===== config.mk =====
export PLATFORM = sky130hd
export DESIGN_NAME = edge_frame_writer_flat
export DESIGN_NICKNAME = d
export VERILOG_FILES = /design/src/rtl/edge_frame_writer_if.sv /design/src/rtl/edge_frame_writer.sv /design/src/flat_wrapper.sv
export SDC_FILE = /design/constraint.sdc
export NUM_CORES = 1
export LEC_CHECK = 0
export CAP_MARGIN = 5
export CELL_PAD_IN_SITES_DETAIL_PLACEMENT = 1
export CELL_PAD_IN_SITES_GLOBAL_PLACEMENT = 2
export CORE_ASPECT_RATIO = 1.2
export CORE_MARGIN = 2
export CORE_UTILIZATION = 44
export CTS_BUF_LIST = sky130_fd_sc_hd__clkbuf_4 sky130_fd_sc_hd__clkbuf_8
export DETAILED_ROUTE_END_ITERATION = 7
export PLACE_DENSITY_LB_ADDON = 0.1
export SETUP_SLACK_MARGIN = 0.3
export SYNTH_ARGS = -nofsm -noshare
export SYNTH_HDL_FRONTEND = slang
export SYNTH_SLANG_ARGS = --single-unit

===== constraint.sdc =====
create_clock -name clk -period 6.06 [get_ports clk]
set_input_delay 1.212 -clock clk [delete_from_list [all_inputs] [get_ports clk]]
set_output_delay 1.212 -clock clk [all_outputs]
set_load 0.05 [all_outputs]

===== src/rtl/edge_frame_writer_if.sv =====
// Stream-in / frame-buffer-write bundle for edge_frame_writer.
// The master drives the pixel stream and write-ready; the slave is the writer block.
interface edge_frame_writer_if #(
  parameter int unsigned ADDR_W = 19
);
  logic              sof;
  logic [3:0]        pix_in;
  logic              pix_valid;
  logic              wr_ready;
  logic              wr_en;
  logic [ADDR_W-1:0] wr_addr;
  logic [3:0]        wr_data;
  logic              frame_done;
  logic              busy;
  logic              overflow;

  modport master (
    output sof, pix_in, pix_valid, wr_ready,
    input  wr_en, wr_addr, wr_data, frame_done, busy, overflow
  );

  modport slave (
    input  sof, pix_in, pix_valid, wr_ready,
    output wr_en, wr_addr, wr_data, frame_done, busy, overflow
  );
endinterface


===== src/rtl/edge_frame_writer.sv =====
// Realigns the 5x5 edge-filter output stream to raster coordinates, masks the 2-pixel
// border and writes one nibble per pixel through a small FIFO, then self-writes the tail.
module edge_frame_writer #(
  parameter int unsigned IMG_W      = 640,
  parameter int unsigned IMG_H      = 480,
  parameter int unsigned FIFO_DEPTH = 8,
  parameter int unsigned ADDR_W     = $clog2(IMG_W * IMG_H)
) (
  input logic                clk,
  input logic                rst_n,
  edge_frame_writer_if.slave bus
);

  localparam int unsigned OFFSET = 2 * IMG_W + 2;
  localparam int unsigned TOTAL  = IMG_W * IMG_H;
  localparam int unsigned PTR_W  = $clog2(FIFO_DEPTH);
  localparam int unsigned CNT_W  = PTR_W + 1;
  localparam int unsigned CX_W   = $clog2(IMG_W);
  localparam int unsigned CY_W   = $clog2(IMG_H);
  localparam int unsigned FL_W   = $clog2(OFFSET + 1);

  typedef enum logic [2:0] {
    StIdle,
    StPrime,
    StStream,
    StFlush,
    StDone
  } state_e;

  state_e            state_q, state_d;
  logic [ADDR_W-1:0] in_cnt_q, in_cnt_d;
  logic [CX_W-1:0]   cx_q, cx_d;
  logic [CY_W-1:0]   cy_q, cy_d;
  logic              push_q, push_d;
  logic [3:0]        push_data_q, push_data_d;
  logic [PTR_W-1:0]  wr_ptr_q, wr_ptr_d;
  logic [PTR_W-1:0]  rd_ptr_q, rd_ptr_d;
  logic [CNT_W-1:0]  count_q, count_d;
  logic [ADDR_W-1:0] wr_addr_q, wr_addr_d;
  logic [FL_W-1:0]   flush_cnt_q, flush_cnt_d;
  logic              frame_done_q, frame_done_d;
  logic              busy_q, busy_d;
  logic              overflow_q, overflow_d;
  logic [3:0]        mem_q [FIFO_DEPTH];

  logic accept;
  logic fifo_empty;
  logic fifo_full;
  logic flush_wr;
  logic wr_en;
  logic handshake;
  logic pop;
  logic push_en;
  logic in_bounds;

  assign accept     = bus.pix_valid &&
                      (bus.sof || state_q == StPrime || state_q == StStream);
  assign fifo_empty = (count_q == '0);
  assign fifo_full  = (count_q == CNT_W'(FIFO_DEPTH));
  // The push stage counts as occupancy so tail writes never overtake the last sample.
  assign flush_wr   = (state_q == StFlush) && fifo_empty && !push_q &&
                      (flush_cnt_q < FL_W'(OFFSET));
  assign wr_en      = !fifo_empty || flush_wr;
  assign handshake  = wr_en && bus.wr_ready;
  assign pop        = handshake && !fifo_empty;
  assign push_en    = push_q && (!fifo_full || pop);
  assign in_bounds  = (cx_q >= CX_W'(2)) && (cx_q <= CX_W'(IMG_W - 3)) &&
                      (cy_q >= CY_W'(2)) && (cy_q <= CY_W'(IMG_H - 3));

  always_comb begin
    state_d      = state_q;
    in_cnt_d     = in_cnt_q;
    cx_d         = cx_q;
    cy_d         = cy_q;
    push_d       = 1'b0;
    push_data_d  = push_data_q;
    wr_ptr_d     = wr_ptr_q;
    rd_ptr_d     = rd_ptr_q;
    count_d      = count_q;
    wr_addr_d    = wr_addr_q;
    flush_cnt_d  = flush_cnt_q;
    frame_done_d = 1'b0;
    busy_d       = busy_q;
    overflow_d   = overflow_q;

    if (bus.sof) begin
      // Restart wins over everything, including a handshake or push in this cycle.
      state_d     = StPrime;
      in_cnt_d    = accept ? ADDR_W'(1) : '0;
      cx_d        = '0;
      cy_d        = '0;
      wr_ptr_d    = '0;
      rd_ptr_d    = '0;
      count_d     = '0;
      wr_addr_d   = '0;
      flush_cnt_d = '0;
      busy_d      = 1'b1;
      overflow_d  = 1'b0;
    end else begin
      if (push_en) wr_ptr_d = wr_ptr_q + PTR_W'(1);
      if (pop)     rd_ptr_d = rd_ptr_q + PTR_W'(1);
      case ({push_en, pop})
        2'b10:   count_d = count_q + CNT_W'(1);
        2'b01:   count_d = count_q - CNT_W'(1);
        default: count_d = count_q;
      endcase
      if (push_q && !push_en) overflow_d = 1'b1;
      if (handshake)             wr_addr_d   = wr_addr_q + ADDR_W'(1);
      if (handshake && flush_wr) flush_cnt_d = flush_cnt_q + FL_W'(1);

      case (state_q)
        StPrime: begin
          if (accept) begin
            in_cnt_d = in_cnt_q + ADDR_W'(1);
            if (in_cnt_q == ADDR_W'(OFFSET - 1)) state_d = StStream;
          end
        end
        StStream: begin
          if (accept) begin
            in_cnt_d    = in_cnt_q + ADDR_W'(1);
            push_d      = 1'b1;
            push_data_d = in_bounds ? bus.pix_in : 4'h0;
            if (cx_q == CX_W'(IMG_W - 1)) begin
              cx_d = '0;
              cy_d = cy_q + CY_W'(1);
            end else begin
              cx_d = cx_q + CX_W'(1);
            end
            if (in_cnt_q == ADDR_W'(TOTAL - 1)) state_d = StFlush;
          end
        end
        StFlush: begin
          if (handshake && flush_wr && (flush_cnt_q == FL_W'(OFFSET - 1))) begin
            state_d      = StDone;
            frame_done_d = 1'b1;
            busy_d       = 1'b0;
          end
        end
        StDone: begin
          state_d = StIdle;
        end
        default: begin
          state_d = StIdle;
        end
      endcase
    end
  end

  always_ff @(posedge clk or negedge rst_n) begin
    if (!rst_n) begin
      state_q      <= StIdle;
      in_cnt_q     <= '0;
      cx_q         <= '0;
      cy_q         <= '0;
      push_q       <= 1'b0;
      push_data_q  <= 4'h0;
      wr_ptr_q     <= '0;
      rd_ptr_q     <= '0;
      count_q      <= '0;
      wr_addr_q    <= '0;
      flush_cnt_q  <= '0;
      frame_done_q <= 1'b0;
      busy_q       <= 1'b0;
      overflow_q   <= 1'b0;
    end else begin
      state_q      <= state_d;
      in_cnt_q     <= in_cnt_d;
      cx_q         <= cx_d;
      cy_q         <= cy_d;
      push_q       <= push_d;
      push_data_q  <= push_data_d;
      wr_ptr_q     <= wr_ptr_d;
      rd_ptr_q     <= rd_ptr_d;
      count_q      <= count_d;
      wr_addr_q    <= wr_addr_d;
      flush_cnt_q  <= flush_cnt_d;
      frame_done_q <= frame_done_d;
      busy_q       <= busy_d;
      overflow_q   <= overflow_d;
    end
  end

  // Storage needs no reset; occupancy is tracked by count_q.
  always_ff @(posedge clk) begin
    if (push_en) mem_q[wr_ptr_q] <= push_data_q;
  end

  assign bus.wr_en      = wr_en;
  assign bus.wr_addr    = wr_addr_q;
  assign bus.wr_data    = fifo_empty ? 4'h0 : mem_q[rd_ptr_q];
  assign bus.frame_done = frame_done_q;
  assign bus.busy       = busy_q;
  assign bus.overflow   = overflow_q;

endmodule


===== src/flat_wrapper.sv =====
// flat-port wrapper written by rule: the top's interface ports become plain ports
module edge_frame_writer_flat 
#(
  parameter int unsigned IMG_W      = 640,
  parameter int unsigned IMG_H      = 480,
  parameter int unsigned FIFO_DEPTH = 8,
  parameter int unsigned ADDR_W     = $clog2(IMG_W * IMG_H)
)
  (clk, rst_n, bus_sof, bus_pix_in, bus_pix_valid, bus_wr_ready, bus_wr_en, bus_wr_addr, bus_wr_data, bus_frame_done, bus_busy, bus_overflow);
  edge_frame_writer_if #(.ADDR_W(ADDR_W)) bus_i ();
  input logic clk;
  input logic rst_n;
  input wire logic [$bits(bus_i.sof)-1:0] bus_sof;
  input wire logic [$bits(bus_i.pix_in)-1:0] bus_pix_in;
  input wire logic [$bits(bus_i.pix_valid)-1:0] bus_pix_valid;
  input wire logic [$bits(bus_i.wr_ready)-1:0] bus_wr_ready;
  output wire logic [$bits(bus_i.wr_en)-1:0] bus_wr_en;
  output wire logic [$bits(bus_i.wr_addr)-1:0] bus_wr_addr;
  output wire logic [$bits(bus_i.wr_data)-1:0] bus_wr_data;
  output wire logic [$bits(bus_i.frame_done)-1:0] bus_frame_done;
  output wire logic [$bits(bus_i.busy)-1:0] bus_busy;
  output wire logic [$bits(bus_i.overflow)-1:0] bus_overflow;
  assign bus_i.sof = bus_sof;
  assign bus_i.pix_in = bus_pix_in;
  assign bus_i.pix_valid = bus_pix_valid;
  assign bus_i.wr_ready = bus_wr_ready;
  assign bus_wr_en = bus_i.wr_en;
  assign bus_wr_addr = bus_i.wr_addr;
  assign bus_wr_data = bus_i.wr_data;
  assign bus_frame_done = bus_i.frame_done;
  assign bus_busy = bus_i.busy;
  assign bus_overflow = bus_i.overflow;
  edge_frame_writer #(.IMG_W(IMG_W), .IMG_H(IMG_H), .FIFO_DEPTH(FIFO_DEPTH), .ADDR_W(ADDR_W)) u_core (.clk(clk), .rst_n(rst_n), .bus(bus_i));
endmodule

# Yosys cells after proc, flatten, opt, wreduce, memory -nomap -nowiden
# Memory sizes are Yosys's and may differ from the RTL's.
# Cells that the tools add are included.
# word_totals
reg_bits,89
mem_count,1
mem_bits_rw,32
output_inout_bits,27
# op_classes
addsub,9
n_mux,44
bitwise,1
magnitude_cmp,5
eq_ne,15
reduce_logical,41
# mem_list
memory,words,word_bits,rd,rd_clocked_by_memory_dff,wr,line_no,source
u_core.mem_q,8,4,1,0,1,edge_frame_writer.sv:44,logic [3:0] mem_q [FIFO_DEPTH];
# op_table
op,count
$mux 19,5
$mux 10,4
$add 19x1->19 const B,2
$mux 9,4
$mux 3,10
$mux 11,2
$reduce_bool 2->1,11
$eq 19x11->1 const B,1
$eq 19x19->1 const B,1
$mux 1,14
$logic_and 1x1->1,13
$mux 4,3
$add 11x1->11 const B,1
$eq 11x11->1 const B,1
$lt 11x11->1 const B,1
$add 10x1->10 const B,1
$eq 10x10->1 const B,1
$ge 10x2->1 const B,1
$le 10x10->1 const B,1
$add 9x1->9 const B,1
$ge 9x2->1 const B,1
$le 9x9->1 const B,1
$ne 3x3->1 const B,3
$pmux 3 s3,1
other kinds (19),31

# Longest topological paths before layout
# depth
depth_word,13
depth_mapped,9
depth_no_buf,9

# Worst setup path before layout
# OpenSTA, ideal clock, no wires.
# synth_timing
path_kind,register to output
start,register u_core.flush_cnt_q[5]
end,output port bus_wr_en
n_path_buf,1
path_stages_with_launch,5
arrival_time_ns,2.417
slack_ns,2.431
required_ns,4.848
path_cell_list,dfrtp_1 -> or4_1 -> o31a_1 -> buf_6 -> o21ai_0
# synth_between
elab_chain_len,3
# synth_lines
item,line_no,source
"start, declared",edge_frame_writer.sv:40,"logic [FL_W-1:0] flush_cnt_q, flush_cnt_d;"
"start signal, assigned",edge_frame_writer.sv:176,flush_cnt_q <= flush_cnt_d;
$lt 11x11->1,edge_frame_writer.sv:62,(flush_cnt_q < FL_W'(OFFSET));
$logic_and 1x1->1,edge_frame_writer.sv:61,assign flush_wr = (state_q == StFlush) && fifo_empty && !push_q &&
$logic_or 1x1->1,edge_frame_writer.sv:63,assign wr_en = !fifo_empty || flush_wr;
"end, declared",flat_wrapper.sv:17,output wire logic [$bits(bus_i.wr_en)-1:0] bus_wr_en;
# Every way passes these cells.

# Final worst setup path
# Same ends and word-level chain as after synthesis.

==> impl_summary.log <==
[metrics] result of the run: finished, final reports clean
[metrics] Finished Cell Area: 6990 µm²
[metrics] number of nets with antenna violations after routing: 0
[metrics] DR DRC count: 0
[metrics] worst-case headroom to the max-slew limit: 28.2%
[metrics] Die Y-Extent: 133 µm
[metrics] yosys warns: 0
[metrics] slack of the critical path: 1.87 ns
[metrics] buffer type at the clock tree root: sky130_fd_sc_hd__clkbuf_8
[metrics] HPWL Detailed: 9960 µm
[metrics] unrepaired setup endpoints after global routing: false
[metrics] maximum clock path buffer count: 2
[metrics] fraction of layout cells with a size suffix above 1: 8.70%
[metrics] number of vias in the routed layout: 4613
[metrics] Req. time, crit path: 4.85 ns
[metrics] vias per std cell: 5.74
[metrics] crit end category: output port
[metrics] skew final: 0.0118 ns
[metrics] total core area: 13700 µm²
[metrics] Netlist cell types: 53
[metrics] Final Slew Violations: 0
[metrics] grt total ovfl: 0
[metrics] slowest stage cell on the critical path: sky130_fd_sc_hd__clkdlybuf4s50_1
[metrics] First-pass DRT Iterations: 4
[metrics] P_leak: 2.76 nW
[metrics] number of gates given a new drive strength after cts: 0
[metrics] final hold viol count: 0
[metrics] clock tree from TritonCTS: done
[metrics] H-tree depth: 4
[metrics] synthesized netlist net count: 607
[metrics] placer congestion estimate: 0.795
[metrics] worst-case setup slack after placement: 2.30 ns
[metrics] cts bufs inserted: 17
[metrics] vias in the first global route: 5050
[metrics] maximum number of pins on one net before global-route repair: 56
[metrics] post-CTS clock slew at the launch and capture registers of the worst setup and hold paths: 0.07 ns
[metrics] Mean Syn Cell Area: 10.5 µm²
[metrics] wire length reported by the detailed router: 14200 µm
[metrics] fraction of the cycle the final worst path needs: 69.1%
[metrics] highest clock rate: 239 MHz
[metrics] number of buffers inserted for hold repair after clock tree synthesis: 0
[metrics] post-synth top area share: 36.4%
[metrics] average wire length per cell after detail routing: 17.7 µm
[metrics] net count of the finished layout: 645
[metrics] standard cell area after detailed placement: 6600 µm²
[metrics] synthesized cell area: 6110 µm²
[metrics] start point of the worst min-delay path: u_core.bus.busy
[metrics] Power, Total: 1.63 mW
[metrics] startpoint type of the worst setup path: register
[metrics] top fanout value on the critical path: 10
[metrics] worst min path class: reg -> reg
[metrics] proportion of synthesized chip area in sequential cells: 52.1%
[metrics] smallest hold slack: 0.502 ns
[metrics] later-pin clock latency in the skew report: 0.46 ns
[metrics] initial antenna violation count: 0
[metrics] post-CTS setup-driven buffer insertion count: 0
[metrics] top-level I/O count: 36
[metrics] area enclosed by the die boundary: 14900 µm²
[metrics] TritonCTS sink count: 121
[metrics] row count: 47
[metrics] initial DRC count: 143
[metrics] Max-Cap Viols: 0
[metrics] post-synth top area cell: sky130_fd_sc_hd__dfrtp_1
[metrics] share of flip-flops with an asynchronous set or reset after synthesis: 73.6%
[metrics] count of flip-flops with a built-in enable after synthesis: 32
[metrics] Worst Setup SP: u_core.flush_cnt_q[5]
[metrics] CP peak stage delay: 0.85 ns
[metrics] most used standard cell by instance count after synthesis: sky130_fd_sc_hd__dfrtp_1
[metrics] worst endpoint data arrival time: 2.98 ns
[metrics] chip width: 112 µm
[metrics] type of the worst setup path: reg -> out
[metrics] Setup Viol. Count Final: 0
[metrics] first-pass GRT wire length: 24700 µm
[metrics] effective utilization at floorplan: 44.6%
[metrics] minimum clock period after layout: 4.19 ns
[metrics] gate count of the mapped netlist: 581
[metrics] final setup TNS: 0 ns
[metrics] Power per Cell Area: 234 nW/µm²
[metrics] top cells by area, synth: sky130_fd_sc_hd__dfrtp_1, sky130_fd_sc_hd__edfxtp_1, sky130_fd_sc_hd__nor2_1
[metrics] Synth top cells by count: sky130_fd_sc_hd__dfrtp_1, sky130_fd_sc_hd__nor2_1, sky130_fd_sc_hd__nand2_1
[metrics] maximum vdd drop: 131 µV
[metrics] Slew @ Worst Pin: 1.08 ns
[metrics] Total GRT Usage: 20.7%
[metrics] IO Port Bufs: 35
[metrics] Critical Path, Cell by Cell: or4_1, o31a_1, o21ai_0, clkdlybuf4s50_1
[metrics] source of the worst register-to-register timing path: u_core.count_q[0]
[metrics] Area Overhead vs Synth: 14.3%
[metrics] post-synthesis sequential element count: 121
[metrics] Most used DFF post-synth: sky130_fd_sc_hd__dfrtp_1
[metrics] number of inserted diodes: 0
## critical path: cells and delay by family, from the launching register on
kind            cells  cell delay, ns
buf+inv             1            0.85
compound gates      2            0.66
flops               1            0.44
simple gates        1            0.58
## power by group
| group | total [mW] | internal [mW] | switching, mW |
|---|---|---|---|
| registers | 0.847 | 0.839 | 0.00863 |
| clock network | 0.727 | 0.377 | 0.350 |
| logic | 0.0609 | 0.0188 | 0.0421 |
| total | 1.63 | 1.23 | 0.400 |
## path summary, 6_finish.rpt
| kind | cells after the start | to | slack [ns] |
|---|---|---|---|
| max | 4 | bus_wr_en | 1.87 |
| min | 2 | u_core.bus.busy | 0.50 |
| max reg2reg | 9 | u_core.count_q[3] | 3.01 |
| min reg2reg | 2 | u_core.bus.busy | 0.50 |
| max in group asynchronous | 2 | u_core.cx_q[3] | 4.24 |
| min in group asynchronous | 1 | u_core.bus.wr_addr[5] | 0.71 |
## metrics by stage
step,utilization (%),std cells
6_report,51.0,803
5_1_grt,51.0,803
4_1_cts,51.0,803
3_5_place_dp,48.1,771
3_3_place_gp,48.1,771
2_1_floorplan,-,581
## cells by family (layout without fill, tap and decap cells)
| logic type | count (synthesis) | after routing | share of synthesized area [%] |
|---|---|---|---|
| xor+xnor | 40 | 40 | 5.73 |
| simple gates | 260 | 260 | 22.3 |
| flops | 121 | 121 | 52.1 |
| mux | 16 | 16 | 4.26 |
| buf+inv | 36 | 87 | 2.70 |
| fa+ha+maj | 17 | 17 | 3.60 |
| compound gates | 91 | 91 | 9.21 |
## sequential cells by signal (all words and copies together) (netlist names), 3 cells and up
name                flops
u_core.mem_q           32
u_core.bus.wr_addr     19
u_core.in_cnt_q        19
u_core.flush_cnt_q     11
u_core.cx_q            10
u_core.cy_q             9
u_core.count_q          4
u_core.push_data_q      4
u_core.rd_ptr_q         3
u_core.state_q          3
u_core.wr_ptr_q         3
## cell usage in the layout (no fill, tap or decap), drive strengths merged, types with 19 or more instances in the layout
cell type      instances
xnor2                 22
dfrtp                 89
or3                   19
edfxtp                32
nor2                  64
nor4                  19
nand4                 20
nand3                 27
clkbuf                19
o21ai                 26
nand2                 49
inv                   19
clkdlybuf4s50         33
a21oi                 31
## layout make-up
cell class              count  area [µm²]
well taps                 171         214
clock inverters            13         146
inverters                  16        60.1
multi-input cells         424        2760
flip-flops and latches    121        3190
clock buffers              19         249
repair buffers             39         373
fillers                  1504        6710
## per-layer routing
| layer | up-vias | wire length [µm] | GRT usage [%] | part of all wire, % |
|---|---|---|---|---|
| li1 | 2212 | - | - | - |
| met2 | 53 | 7380 | 36.4 | 52 |
| met4 | 0 | 323 | 8.98 | 2.3 |
| met5 | - | 0 | 0 | 0 |
| met3 | 26 | 323 | 4.19 | 2.3 |
| met1 | 2322 | 6180 | 24.5 | 43 |
Note: power is estimated with default switching activity, not from simulation.
